### config.mk
export PLATFORM = sky130hd
export DESIGN_NAME = sh7604_frt_intc_flat
export DESIGN_NICKNAME = d
export VERILOG_FILES = /design/src/rtl/sh7604_frt_intc_if.sv /design/src/rtl/sh7604_frt_intc.sv /design/src/flat_wrapper.sv
export SDC_FILE = /design/constraint.sdc
export NUM_CORES = 1
export LEC_CHECK = 0
export CAP_MARGIN = 20
export CORE_MARGIN = 3
export CORE_UTILIZATION = 30
export DETAILED_ROUTE_END_ITERATION = 16
export PLACE_DENSITY = 0.68
export SYNTH_ARGS = -nofsm -noshare
export SYNTH_HDL_FRONTEND = slang
export SYNTH_SLANG_ARGS = --single-unit
### constraint.sdc
create_clock -name i_clk -period 2.3 [get_ports i_clk]
set_input_delay 0.69 -clock i_clk [delete_from_list [all_inputs] [get_ports i_clk]]
set_output_delay 0.69 -clock i_clk [all_outputs]
set_load 0.01 [all_outputs]
### src/rtl/sh7604_frt_intc_if.sv
// IBUS register port and CPU interrupt-request port of the SH7604 FRT interrupt stage.
// The slave modport is the FRT interrupt block; master is the CPU/bus side.
interface sh7604_frt_intc_if;
  logic [31:0] ibus_a;
  logic [31:0] ibus_di;
  logic [31:0] ibus_do;
  logic [3:0]  ibus_ba;
  logic        ibus_we;
  logic        ibus_req;
  logic        ibus_busy;
  logic        ibus_act;
  logic        int_req;
  logic [3:0]  int_lvl;
  logic [6:0]  int_vec;
  logic [1:0]  int_src;
  logic        int_ack;

  modport slave (
    input  ibus_a, ibus_di, ibus_ba, ibus_we, ibus_req, int_ack,
    output ibus_do, ibus_busy, ibus_act, int_req, int_lvl, int_vec, int_src
  );

  modport master (
    output ibus_a, ibus_di, ibus_ba, ibus_we, ibus_req, int_ack,
    input  ibus_do, ibus_busy, ibus_act, int_req, int_lvl, int_vec, int_src
  );
endinterface

### src/rtl/sh7604_frt_intc.sv
// SH7604 FRT interrupt stage: arbitrates ICI/OCI/OVI, applies IPR/VCRC/VCRD, requests the CPU.
// Optional macro FRT_INTC_ACK_CNT_EN adds per-source acknowledge counters at FFFFFE6C.
module sh7604_frt_intc #(
  parameter int unsigned ACK_BLANK = 2
) (
  input  logic              i_clk,
  input  logic              i_rst,
  input  logic              i_ce_r,
  input  logic              i_ce_f,
  input  logic              i_en,
  input  logic              i_res_n,
  input  logic              i_ici_irq,
  input  logic              i_ocia_irq,
  input  logic              i_ocib_irq,
  input  logic              i_ovi_irq,
  sh7604_frt_intc_if.slave  bus_if
);

  localparam logic [31:0] AddrE60 = 32'hFFFF_FE60;
  localparam logic [29:0] LwE64   = 30'h3FFF_FF99;
  localparam logic [29:0] LwE68   = 30'h3FFF_FF9A;
`ifdef FRT_INTC_ACK_CNT_EN
  localparam logic [29:0] LwE6C   = 30'h3FFF_FF9B;
`endif

  typedef enum logic [1:0] {StIdle, StReq, StBlank} state_e;

  state_e      r_state;
  state_e      w_state_next;
  logic [3:0]  r_blank_cnt;
  logic [3:0]  r_ipr;
  logic [6:0]  r_ficv;
  logic [6:0]  r_focv;
  logic [6:0]  r_fovv;
  logic [3:0]  r_lvl;
  logic [6:0]  r_vec;
  logic [1:0]  r_src;
  logic [31:0] r_do;

  logic        w_sel_e60;
  logic        w_sel_e64;
  logic        w_sel_e68;
  logic        w_act;
  logic        w_wr;
  logic [31:0] w_rd_data;
  logic        w_oci;
  logic        w_any;
  logic        w_go;
  logic [1:0]  w_src;
  logic [6:0]  w_vec;
  logic        w_blank_done;
  logic        w_load;
  logic        w_unused;

  // Bus decode: read image is per longword, ACT only for the implemented byte addresses.
  assign w_sel_e60 = (bus_if.ibus_a[31:2] == AddrE60[31:2]);
  assign w_sel_e64 = (bus_if.ibus_a[31:2] == LwE64);
  assign w_sel_e68 = (bus_if.ibus_a[31:2] == LwE68);

`ifdef FRT_INTC_ACK_CNT_EN
  logic       w_sel_e6c;
  logic       w_ack_acc;
  logic [7:0] r_cnt_ici;
  logic [7:0] r_cnt_oci;
  logic [7:0] r_cnt_ovi;

  assign w_sel_e6c = (bus_if.ibus_a[31:2] == LwE6C);
  assign w_act     = (bus_if.ibus_a == AddrE60) || (w_sel_e64 && bus_if.ibus_a[1]) ||
                     (w_sel_e68 && !bus_if.ibus_a[1]) || w_sel_e6c;
`else
  assign w_act     = (bus_if.ibus_a == AddrE60) || (w_sel_e64 && bus_if.ibus_a[1]) ||
                     (w_sel_e68 && !bus_if.ibus_a[1]);
`endif

  assign w_wr = i_ce_r && i_en && bus_if.ibus_req && bus_if.ibus_we && w_act;

  assign w_unused = ^{bus_if.ibus_di[31], bus_if.ibus_di[23:15], bus_if.ibus_di[7],
                      bus_if.ibus_ba[2]};

  always_ff @(posedge i_clk or posedge i_rst) begin
    if (i_rst) begin
      r_ipr  <= '0;
      r_ficv <= '0;
      r_focv <= '0;
      r_fovv <= '0;
    end else if (i_ce_r) begin
      if (!i_res_n) begin
        r_ipr  <= '0;
        r_ficv <= '0;
        r_focv <= '0;
        r_fovv <= '0;
      end else if (w_wr) begin
        if (w_sel_e60 && bus_if.ibus_ba[3]) r_ipr  <= bus_if.ibus_di[27:24];
        if (w_sel_e64 && bus_if.ibus_ba[1]) r_ficv <= bus_if.ibus_di[14:8];
        if (w_sel_e64 && bus_if.ibus_ba[0]) r_focv <= bus_if.ibus_di[6:0];
        if (w_sel_e68 && bus_if.ibus_ba[3]) r_fovv <= bus_if.ibus_di[30:24];
      end
    end
  end

  always_comb begin
    w_rd_data = '0;
    if (bus_if.ibus_req && !bus_if.ibus_we) begin
      if (w_sel_e60) w_rd_data[31:24] = {4'h0, r_ipr};
      if (w_sel_e64) w_rd_data[15:0]  = {1'b0, r_ficv, 1'b0, r_focv};
      if (w_sel_e68) w_rd_data[31:16] = {1'b0, r_fovv, 8'h00};
`ifdef FRT_INTC_ACK_CNT_EN
      if (w_sel_e6c) w_rd_data[31:8]  = {r_cnt_ici, r_cnt_oci, r_cnt_ovi};
`endif
    end
  end

  always_ff @(posedge i_clk or posedge i_rst) begin
    if (i_rst) begin
      r_do <= '0;
    end else if (i_ce_f) begin
      r_do <= w_rd_data;
    end
  end

  // Fixed priority ICI > OCI > OVI, using the registers as they stood before this CE_R.
  assign w_oci = i_ocia_irq || i_ocib_irq;
  assign w_any = i_ici_irq || w_oci || i_ovi_irq;
  assign w_go  = w_any && (r_ipr != 4'h0);

  always_comb begin
    w_src = 2'd2;
    w_vec = r_fovv;
    if (i_ici_irq) begin
      w_src = 2'd0;
      w_vec = r_ficv;
    end else if (w_oci) begin
      w_src = 2'd1;
      w_vec = r_focv;
    end
  end

  assign w_blank_done = (r_blank_cnt == 4'(ACK_BLANK - 1));

  always_ff @(posedge i_clk or posedge i_rst) begin
    if (i_rst) begin
      r_state <= StIdle;
    end else if (i_ce_r) begin
      if (!i_res_n) begin
        r_state <= StIdle;
      end else if (i_en) begin
        r_state <= w_state_next;
      end
    end
  end

  // The last blank cycle evaluates like IDLE so INT_REQ is low for exactly ACK_BLANK cycles.
  always_comb begin
    w_state_next = r_state;
    unique case (r_state)
      StIdle:  if (w_go) w_state_next = StReq;
      StReq: begin
        if (bus_if.int_ack) begin
          w_state_next = StBlank;
        end else if (!w_go) begin
          w_state_next = StIdle;
        end
      end
      StBlank: if (w_blank_done) w_state_next = w_go ? StReq : StIdle;
      default: w_state_next = StIdle;
    endcase
  end

  // Ack moves to BLANK, so the request fields stay frozen from the ack cycle onward.
  assign w_load = (w_state_next == StReq);

  always_ff @(posedge i_clk or posedge i_rst) begin
    if (i_rst) begin
      r_blank_cnt <= '0;
      r_lvl       <= '0;
      r_vec       <= '0;
      r_src       <= '0;
    end else if (i_ce_r) begin
      if (!i_res_n) begin
        r_blank_cnt <= '0;
        r_lvl       <= '0;
        r_vec       <= '0;
        r_src       <= '0;
      end else if (i_en) begin
        r_blank_cnt <= (r_state == StBlank) ? r_blank_cnt + 4'd1 : 4'd0;
        if (w_load) begin
          r_lvl <= r_ipr;
          r_vec <= w_vec;
          r_src <= w_src;
        end
      end
    end
  end

`ifdef FRT_INTC_ACK_CNT_EN
  assign w_ack_acc = i_en && (r_state == StReq) && bus_if.int_ack;

  always_ff @(posedge i_clk or posedge i_rst) begin
    if (i_rst) begin
      r_cnt_ici <= '0;
      r_cnt_oci <= '0;
      r_cnt_ovi <= '0;
    end else if (i_ce_r) begin
      if (!i_res_n || (w_wr && w_sel_e6c)) begin
        r_cnt_ici <= '0;
        r_cnt_oci <= '0;
        r_cnt_ovi <= '0;
      end else if (w_ack_acc) begin
        case (r_src)
          2'd0:    if (r_cnt_ici != 8'hFF) r_cnt_ici <= r_cnt_ici + 8'd1;
          2'd1:    if (r_cnt_oci != 8'hFF) r_cnt_oci <= r_cnt_oci + 8'd1;
          2'd2:    if (r_cnt_ovi != 8'hFF) r_cnt_ovi <= r_cnt_ovi + 8'd1;
          default: ;
        endcase
      end
    end
  end
`endif

  always_comb begin
    bus_if.int_req   = (r_state == StReq);
    bus_if.int_lvl   = r_lvl;
    bus_if.int_vec   = r_vec;
    bus_if.int_src   = r_src;
    bus_if.ibus_do   = r_do;
    bus_if.ibus_busy = 1'b0;
    bus_if.ibus_act  = w_act;
  end

endmodule

### src/flat_wrapper.sv
// flat-port wrapper written by rule: the top's interface ports become plain ports
module sh7604_frt_intc_flat 
#(
  parameter int unsigned ACK_BLANK = 2
)
  (i_clk, i_rst, i_ce_r, i_ce_f, i_en, i_res_n, i_ici_irq, i_ocia_irq, i_ocib_irq, i_ovi_irq, bus_if_ibus_a, bus_if_ibus_di, bus_if_ibus_ba, bus_if_ibus_we, bus_if_ibus_req, bus_if_int_ack, bus_if_ibus_do, bus_if_ibus_busy, bus_if_ibus_act, bus_if_int_req, bus_if_int_lvl, bus_if_int_vec, bus_if_int_src);
  sh7604_frt_intc_if bus_if_i ();
  input  logic i_clk;
  input  logic i_rst;
  input  logic i_ce_r;
  input  logic i_ce_f;
  input  logic i_en;
  input  logic i_res_n;
  input  logic i_ici_irq;
  input  logic i_ocia_irq;
  input  logic i_ocib_irq;
  input  logic i_ovi_irq;
  input wire logic [$bits(bus_if_i.ibus_a)-1:0] bus_if_ibus_a;
  input wire logic [$bits(bus_if_i.ibus_di)-1:0] bus_if_ibus_di;
  input wire logic [$bits(bus_if_i.ibus_ba)-1:0] bus_if_ibus_ba;
  input wire logic [$bits(bus_if_i.ibus_we)-1:0] bus_if_ibus_we;
  input wire logic [$bits(bus_if_i.ibus_req)-1:0] bus_if_ibus_req;
  input wire logic [$bits(bus_if_i.int_ack)-1:0] bus_if_int_ack;
  output wire logic [$bits(bus_if_i.ibus_do)-1:0] bus_if_ibus_do;
  output wire logic [$bits(bus_if_i.ibus_busy)-1:0] bus_if_ibus_busy;
  output wire logic [$bits(bus_if_i.ibus_act)-1:0] bus_if_ibus_act;
  output wire logic [$bits(bus_if_i.int_req)-1:0] bus_if_int_req;
  output wire logic [$bits(bus_if_i.int_lvl)-1:0] bus_if_int_lvl;
  output wire logic [$bits(bus_if_i.int_vec)-1:0] bus_if_int_vec;
  output wire logic [$bits(bus_if_i.int_src)-1:0] bus_if_int_src;
  assign bus_if_i.ibus_a = bus_if_ibus_a;
  assign bus_if_i.ibus_di = bus_if_ibus_di;
  assign bus_if_i.ibus_ba = bus_if_ibus_ba;
  assign bus_if_i.ibus_we = bus_if_ibus_we;
  assign bus_if_i.ibus_req = bus_if_ibus_req;
  assign bus_if_i.int_ack = bus_if_int_ack;
  assign bus_if_ibus_do = bus_if_i.ibus_do;
  assign bus_if_ibus_busy = bus_if_i.ibus_busy;
  assign bus_if_ibus_act = bus_if_i.ibus_act;
  assign bus_if_int_req = bus_if_i.int_req;
  assign bus_if_int_lvl = bus_if_i.int_lvl;
  assign bus_if_int_vec = bus_if_i.int_vec;
  assign bus_if_int_src = bus_if_i.int_src;
  sh7604_frt_intc #(.ACK_BLANK(ACK_BLANK)) u_core (.i_clk(i_clk), .i_rst(i_rst), .i_ce_r(i_ce_r), .i_ce_f(i_ce_f), .i_en(i_en), .i_res_n(i_res_n), .i_ici_irq(i_ici_irq), .i_ocia_irq(i_ocia_irq), .i_ocib_irq(i_ocib_irq), .i_ovi_irq(i_ovi_irq), .bus_if(bus_if_i));
endmodule
==> out/results.tsv, run 1 <==
metric	value	unit
initial antenna violation count	0	
Final Cycle Share	0.982	
vias per cell	5.07	
critical path arrival	1.57	ns
adder-cell share of the synthesized area	0.00745	
Starting Density	0.309	
Cells after Synth	328	
clk sinks	65	
Worst setup SP type	primary input	
Max Cap Viol	0	
WL/cell	16.3	um
CTS root buffer	clkbuf_8	
# IOs	129	
DP Cell Count	591	
Vias	3110	
Total Power	2.61	mW
Netlist Area Pre-Place	3360	um2
router iterations before antenna repair	5	
worst slack, placed	-0.779	ns
Final #Nets	552	
die area	12500	um2
row cnt	38	
Pleak	2.18	nW
slowest CP cell	nor3_2	
final setup fails	0	
multiplexer share of the synthesized area	0.0208	
post-route minimum period	2.26	ns
Iteration-0 DRC Markers	219	
Req. time, crit path	1.61	ns
total CTS buffers	9	
CTS clock-pin slew for the worst setup and hold paths	0.07	ns
vias in the first global route	3254	
IO buf count	104	
RePlAce Congestion	0.849	
total gr overflow	0	
die outline height	112	um
post-synthesis register bit count	65	
critical path launch point	bus_if_ibus_a[30]	
Syn-to-layout area delta	48.7	%
largest family of logic cells by synthesized area	compound AO/OA/AOI/OAI gates	
Slew Limit Fails	0	
syn avg cell area	10.2	um2
DRC	0	
Final Hold Viols	0	
first-pass GRT wire length	16100	um
number of diodes	0	
Post-synth ARST share	1.00	
Final ANT Viol Nets	0	
largest net degree at the start of global routing	66	
Min-Delay Path Class	reg2reg	
Core Util, Final	0.459	
Least-Margin Pin Slew	0.815	ns
RSZ-0062 raised after global routing	true	
Crit. End Element	primary output	
Setup WS post-layout	0.0405	ns
Synth Area in Compound Gates	0.211	
Synth area leaders	dfrtp_1 48%, a22o_1 7.0%, nand3_1 3.6%	
Yosys cell types	48	
CTS H-tree lvls	3	
clock latency at the later pin of the worst-skew pair	0.34	ns
CP Cell Sequence	dlygate4sd2_1 > nand4_1 > nor3_2 > and3_4 > buf_6	
Post-synth EDFFs	0	
prevailing post-synth register cell	dfrtp_1	
Post-Synth XOR/XNOR Area	0	
skew final	0.00650	ns
post-synthesis sequential area ratio	0.484	
commonest cells after routing, fill and taps aside	71 x clkdlybuf4s50_1, 65 x dfrtp_1, 42 x buf_4	
Finished Cell Area	5000	um2
Worst VDD drop	216	uV
DP Area	4770	um2
core area	10900	um2
Post-Route Setup TNS	0	ns
Clock Tree Buf Depth	2	
leading cell type in the layout, fill and taps excluded	clkdlybuf4s50_1	
post-synth top area share	0.484	
Max Freq	443	MHz
WL final	10000	um
Die W	112	um
Synth area leader	dfrtp_1	
fillers	1036	
hold path start	u_core.bus_if.int_vec[2]$_DFFE_PP0P_	
HPWL Detailed	7890	um
yosys warns	0	
layout cells sized above 1	0.217	
Setup CP Type	in2out	
Crit Reg-Reg Startpoint	u_core.r_blank_cnt[1]$_DFFE_PP0P_	
Post-Layout Cell Count	614	
max incr delay on CP	0.24	ns
total track usage	0.162	
Synth Area in Simple Gates	0.205	
Buf+Inv Stages, Crit Path	2	
TritonCTS clock tree	done	
worst-path maximum fanout	2	
WHS	0.493	ns
status	complete, no violations	
Slew HR	0.456	
Pwr Density	522	nW/um2
Worst path top cell family by delay	simple AND/OR/NAND/NOR gates	
[what timing repair did]
action,4_1_cts,5_1_grt
resized for setup,61,27
endpoints found under the setup margin,28,8
cloned,0,0
setup buffers,5,2
hold buffers,0,0
pin swaps,11,9
[worst reg2reg max path: stages (launching register included)]
cell,delay [ns]
dfrtp_1,0.40
inv_1,0.09
ha_1,0.15
inv_1,0.04
o31ai_1,0.35
and3_1,0.27
nand3_1,0.27
o2bb2ai_1,0.24
[where the power goes]
part	internal [mW]	total, mW	leakage [nW]	switching, mW
sequential	1.16	1.19	0.903	0.0229
clock	0.643	1.10	0.113	0.453
combinational	0.161	0.325	1.17	0.164
total	1.97	2.61	2.18	0.640
[metal layers]
layer  up-vias  routed length (um)  global-route usage
met4         0                 321              0.0779
met1      1474                3950               0.188
li1       1494                   -                   -
met2       121                5120               0.281
met5         -                   0                   0
met3        21                 611              0.0375
[registers in the layout (all words and copies together) (netlist names)]
signal                 flops
u_core.bus_if.ibus_do     21
u_core.bus_if.int_vec      7
u_core.r_ficv              7
u_core.r_focv              7
u_core.r_fovv              7
u_core.bus_if.int_lvl      4
u_core.r_blank_cnt         4
u_core.r_ipr               4
u_core.bus_if.int_src      2
u_core.r_state             2
[kinds of logic (layout without fill, tap and decap cells)]
| logic type | after synthesis | after routing |
|---|---|---|
| muxes | 7 | 7 |
| adders and majority gates | 2 | 2 |
| and+or+nand+nor | 115 | 115 |
| other | 1 | 12 |
| buffers and inverters | 45 | 180 |
| DFF | 65 | 65 |
| AOI/OAI and AO/OA | 93 | 93 |
[worst paths after layout]
path / endpoint / slack, ns / cells after the start
worst max-delay path: bus_if_ibus_act / 0.04 / 5
worst min-delay path: u_core.bus_if.int_vec[2]$_DFFE_PP0P_ / 0.49 / 1
worst max register to register: u_core.bus_if.int_vec[3]$_DFFE_PP0P_ / 0.42 / 7
worst min register to register: u_core.bus_if.int_vec[2]$_DFFE_PP0P_ / 0.49 / 1
max in group asynchronous: u_core.r_focv[3]$_DFFE_PP0P_ / 1.23 / 3
min in group asynchronous: u_core.bus_if.ibus_do[11]$_DFFE_PP0P_ / 0.78 / 3
[cells in the mapped netlist, drive strengths merged (2+ instances only)]
master   number
inv          14
a31oi         3
o21ai        20
o221ai        5
a41oi         3
o22ai         3
mux2i         7
buf          19
nand3        24
nor2b         5
nand2b        6
a21oi        15
o2bb2ai      12
a22o         27
and2          4
and3          7
nand4        18
dfrtp        65
nor4          5
clkbuf       11
nand2        31
ha            2
nor3          3
nor2          5
[area by class of cell]
class,instances,area (um2),area share
Sequential cell,65,1630,0.325
Clock buffer,10,138,0.0275
Multi-Input combinational cell,229,1580,0.315
Tap cell,140,175,0.0351
Timing Repair Buffer,150,1340,0.267
Inverter,14,56.3,0.0113
Clock inverter,6,90.1,0.0180
(Power assumes the default switching activity.)
==> inputs of run 2 (changes only) <==
--- a/config.mk
+++ b/config.mk
@@ -9,7 +9,8 @@
 export CORE_MARGIN = 3
 export CORE_UTILIZATION = 30
 export DETAILED_ROUTE_END_ITERATION = 16
-export PLACE_DENSITY = 0.68
+export PLACE_DENSITY = 0.61
+export SLEW_MARGIN = 20
 export SYNTH_ARGS = -nofsm -noshare
 export SYNTH_HDL_FRONTEND = slang
 export SYNTH_SLANG_ARGS = --single-unit
==> constraint.sdc (replaced) <==
create_clock -name i_clk -period 2.8 [get_ports i_clk]
set_input_delay 0.84 -clock i_clk [delete_from_list [all_inputs] [get_ports i_clk]]
set_output_delay 0.84 -clock i_clk [all_outputs]
set_load 0.01 [all_outputs]
==> run 2 against run 1 <==
Against the previous run:
- die area did not move
- clock skew fell by 0.0017 ns
- sequential share of layout area rose by 0.098 points
- power fell by 17%
- sequential cell count did not move
- first-iteration DRC count rose by 4.6%
==> out/results.tsv, run 2 (synthesis results as in run 1) <==
metric	value	unit
status	complete, no violations	
Slew HR	0.436	
first-pass GRT wire length	15500	um
row cnt	38	
commonest cells after routing, fill and taps aside	75 x clkdlybuf4s50_1, 65 x dfrtp_1, 31 x buf_4	
M1 WL	4240	um
clk sinks	65	
met2 wire len	4630	um
final setup fails	0	
RSZ-0062 raised after global routing	false	
post-route minimum period	2.75	ns
TritonCTS clock tree	done	
vias per cell	5.08	
Setup CP Type	in2out	
die outline height	112	um
Least-Margin Pin Slew	0.844	ns
largest net degree at the start of global routing	51	
leading cell type in the layout, fill and taps excluded	clkdlybuf4s50_1	
Min-Delay Path Class	reg2reg	
RePlAce Congestion	0.835	
reg2reg path depth	7	
Total Power	2.16	mW
Largest register FFs	21	
skew final	0.00482	ns
Worst VDD drop	188	uV
Max Cap Viol	0	
number of diodes	0	
total track usage	0.156	
IO buf count	104	
fillers	1048	
Final #Nets	540	
Pleak	2.24	nW
WL met3	791	um
worst-path maximum fanout	2	
Die W	112	um
total CTS buffers	9	
Crit. End Element	primary output	
Max Freq	364	MHz
Post-Route Setup TNS	0	ns
Worst setup SP type	primary input	
total gr overflow	0	
Final Hold Viols	0	
Final ANT Viol Nets	0	
clock latency at the later pin of the worst-skew pair	0.35	ns
top sig layer	met4	
WL final	9880	um
Pwr Density	433	nW/um2
vias in the first global route	3130	
Starting Density	0.309	
Vias	3061	
Clock Tree Buf Depth	2	
Final Cycle Share	0.981	
Slew Limit Fails	0	
Hold Crit Depth	1	
core area	10900	um2
WL/cell	16.4	um
critical path arrival	1.91	ns
CTS clock-pin slew for the worst setup and hold paths	0.08	ns
initial antenna violation count	0	
die area	12500	um2
layout cells sized above 1	0.158	
CTS H-tree lvls	3	
Iteration-0 DRC Markers	229	
Req. time, crit path	1.96	ns
HPWL Detailed	7660	um
router iterations before antenna repair	4	
CTS root buffer	clkbuf_8	
# IOs	129	
Syn-to-layout area delta	48.3	%
DRC	0	
==> run 2: area by class of cell <==
class                      count  area, um2  share of cell area
sequential                    65       1630               0.326
multi-input combinational    229       1560               0.312
timing repair buffer         138       1350               0.270
tap                          140        175              0.0352
clock buffer                  10        138              0.0276
clock inverter                 6       90.1              0.0181
inverter                      14       52.6              0.0105
==> run 2: critical path: stages <==
cell	delay [ns]
dlygate4sd2_1	0.22
nand4b_1	0.20
nor4_4	0.33
and3_4	0.22
buf_6	0.09
==> run 2: where the power goes <==
group | internal, mW | switching [mW]
clock | 0.528 | 0.395
sequential | 0.955 | 0.0170
combinational | 0.131 | 0.130
total | 1.61 | 0.542
==> run 2: final timing paths <==
path,from,end,slack [ns]
setup / recovery,bus_if_ibus_a[8],bus_if_ibus_act,0.05
hold / removal,u_core.bus_if.ibus_do[26]$_DFFE_PP0P_,u_core.bus_if.ibus_do[26]$_DFFE_PP0P_,0.50
setup reg to reg,u_core.r_blank_cnt[1]$_DFFE_PP0P_,u_core.bus_if.int_src[0]$_DFFE_PP0P_,0.90
hold reg to reg,u_core.bus_if.ibus_do[26]$_DFFE_PP0P_,u_core.bus_if.ibus_do[26]$_DFFE_PP0P_,0.50
max in group asynchronous,i_rst,u_core.r_ficv[4]$_DFFE_PP0P_,1.41
min in group asynchronous,i_rst,u_core.bus_if.ibus_do[5]$_DFFE_PP0P_,0.79
==> run 2: layer usage <==
layer  track usage  vias to the layer above
li1              -                     1465
met1         0.195                     1451
met2         0.251                      127
met3        0.0538                       18
met4        0.0535                        0
met5             0                        -
==> run 2: what timing repair did <==
| item | in CTS | in global routing |
|---|---|---|
| hold buffers | 0 | 0 |
| setup endpoints to repair | 1 | 1 |
| gates resized for setup | 23 | 14 |
| pin swaps | 10 | 7 |
| setup buffers | 4 | 1 |
| gates cloned | 0 | 0 |
==> run 2: stage by stage <==
stage,cells,utilization,setup WS [ns],hold WS [ns],cell area (um2)
global route,602,0.458,0.0102,0.516,4980
global placement,581,0.431,-0.545,0.485,4690
detailed placement,581,0.431,-0.574,0.472,4690
finish,602,0.458,0.0525,0.498,4980
floorplan,339,-,0.275,0.486,3400
CTS,601,0.453,0.00180,0.502,4940
==> inputs of run 3 (changes only) <==
--- a/config.mk
+++ b/config.mk
@@ -6,6 +6,7 @@
 export NUM_CORES = 1
 export LEC_CHECK = 0
 export CAP_MARGIN = 20
+export CORE_ASPECT_RATIO = 0.8
 export CORE_MARGIN = 3
 export CORE_UTILIZATION = 30
 export DETAILED_ROUTE_END_ITERATION = 16
==> constraint.sdc (replaced) <==
create_clock -name i_clk -period 2.6 [get_ports i_clk]
set_input_delay 0.78 -clock i_clk [delete_from_list [all_inputs] [get_ports i_clk]]
set_output_delay 0.78 -clock i_clk [all_outputs]
set_load 0.01 [all_outputs]
==> run 3 against run 2 <==
Against the previous run:
- power grew 16%
- register-to-register slack worse by 0.07 ns
- sequential share of layout area is 0.80 points lower
- routed wire length increased by 2.0%
- global-route usage increased by 0.82 points
- sequential power is 8% higher
- design area rose by 2.5%
- die area about the same
- worst hold slack got worse by 0.0079 ns
- sequential cell count is the same
- first-iteration DRC count is 22% lower
- largest cell class unchanged
- highest routed layer unchanged
==> out/results.tsv, run 3 (synthesis results as in run 1) <==
metric	value	unit
Min-Delay Path Class	reg2reg	
Pwr Density	492	nW/um2
Slew Limit Fails	0	
Iteration-0 DRC Markers	178	
RSZ-0062 raised after global routing	false	
vias in the first global route	3160	
Final Cycle Share	0.972	
CP Cell Sequence	clkdlybuf4s15_1 > nand4b_1 > nor4_4 > and3_4 > buf_6	
die outline height	101	um
# IOs	129	
total gr overflow	0	
DP Cell Count	587	
Max Cap Viol	0	
Vias	3075	
Finished Cell Area	5110	um2
die area	12500	um2
leading cell type in the layout, fill and taps excluded	clkdlybuf4s50_1	
Post-Layout Cell Count	614	
Crit Reg-Reg Startpoint	u_core.r_blank_cnt[1]$_DFFE_PP0P_	
Clock Tree Buf Depth	2	
Max Freq	396	MHz
Syn-to-layout area delta	52.0	%
Largest register FFs	21	
CTS root buffer	clkbuf_16	
slowest CP cell	nor4_4	
Worst setup SP type	primary input	
total CTS buffers	9	
Die W	124	um
Final ANT Viol Nets	0	
Slew HR	0.665	
core area	10600	um2
reg2reg path depth	7	
Least-Margin Pin Slew	0.501	ns
WL final	10100	um
Final #Nets	552	
CTS H-tree lvls	3	
Crit. End Element	primary output	
critical path arrival	1.75	ns
worst slack, placed	-0.648	ns
vias per cell	5.01	
initial antenna violation count	0	
worst-path maximum fanout	2	
router iterations before antenna repair	4	
Core Util, Final	0.483	
RePlAce Congestion	0.832	
Total Power	2.51	mW
DRC	0	
Psw	576	uW
sequential power share	0.420	
Hold Crit Depth	1	
final setup fails	0	
hold path start	u_core.bus_if.ibus_do[29]$_DFFE_PP0P_	
first-pass GRT wire length	16400	um
TritonCTS clock tree	done	
Final Hold Viols	0	
WHS	0.490	ns
Setup CP Type	in2out	
number of diodes	0	
row cnt	33	
switch share	0.229	
total track usage	0.164	
skew final	0.00482	ns
Worst VDD drop	268	uV
Starting Density	0.318	
Logic pwr share	0.113	
Hold EP	u_core.bus_if.ibus_do[29]$_DFFE_PP0P_	
IO buf count	104	
Pleak	2.26	nW
status	complete, no violations	
HPWL Detailed	7800	um
clock latency at the later pin of the worst-skew pair	0.32	ns
CTS clock-pin slew for the worst setup and hold paths	0.05	ns
DP Area	4750	um2
Req. time, crit path	1.82	ns
max incr delay on CP	0.33	ns
largest net degree at the start of global routing	36	
post-route minimum period	2.53	ns
RR Endpoint	u_core.bus_if.int_src[0]$_DFFE_PP0P_	
worst reg-to-reg setup slack	0.83	ns
clk sinks	65	
layout cells sized above 1	0.186	
Post-Route Setup TNS	0	ns
WL/cell	16.4	um
Setup WS post-layout	0.0724	ns
commonest cells after routing, fill and taps aside	71 x clkdlybuf4s50_1, 65 x dfrtp_1, 41 x buf_4	
Power Internal	1.93	mW
clock share of power	0.467	
==> run 3: critical path: cells and delay by family <==
kind	cells	cell delay, ns
simple gates	3	0.71
buf+inv	2	0.26
==> run 3: repair_timing <==
item | 4_1_cts | 5_1_grt
resized for setup | 43 | 8
hold buffers | 0 | 0
buffers inserted | 10 | 1
setup endpoints to repair | 1 | 1
pin swaps | 11 | 4
==> run 3: metal layers <==
layer,global-route usage,part of all wire,up-vias
li1,-,-,1490
met1,0.228,0.49,1472
met2,0.253,0.45,109
met3,0.0493,0.059,4
met4,0.0379,0.0056,0
met5,0,0,-
==> run 3: area by class of cell <==
class	instances	area [um2]
sequential	65	1630
clock buffer	10	239
tap	140	175
inverter	14	52.6
fill	1046	5460
timing repair buffer	150	1400
clock inverter	6	57.6
multi-input combinational	229	1560
==> run 3: how the worst max path moves through the flow <==
stage	depth (start not counted)	end	start
floorplan	1	u_core.bus_if.ibus_do[0]$_DFFE_PP0P_	i_rst
global placement	5	bus_if_ibus_act	bus_if_ibus_a[31]
CTS	5	bus_if_ibus_act	bus_if_ibus_a[0]
global route	5	bus_if_ibus_act	bus_if_ibus_a[6]
finish	5	bus_if_ibus_act	bus_if_ibus_a[6]
detailed placement	5	bus_if_ibus_act	bus_if_ibus_a[31]
==> run 3: power by group through the flow <==
stage / Sequential [mW] / Combinational, mW / Clock [mW]
3_5_place_dp: 1.07 / 0.292 / 0
2_1_floorplan: 1.06 / 0.132 / 0
6_report: 1.05 / 0.285 / 1.17
3_3_place_gp: 1.07 / 0.288 / 0
5_1_grt: 1.06 / 0.314 / 1.25
4_1_cts: 1.05 / 0.285 / 1.20
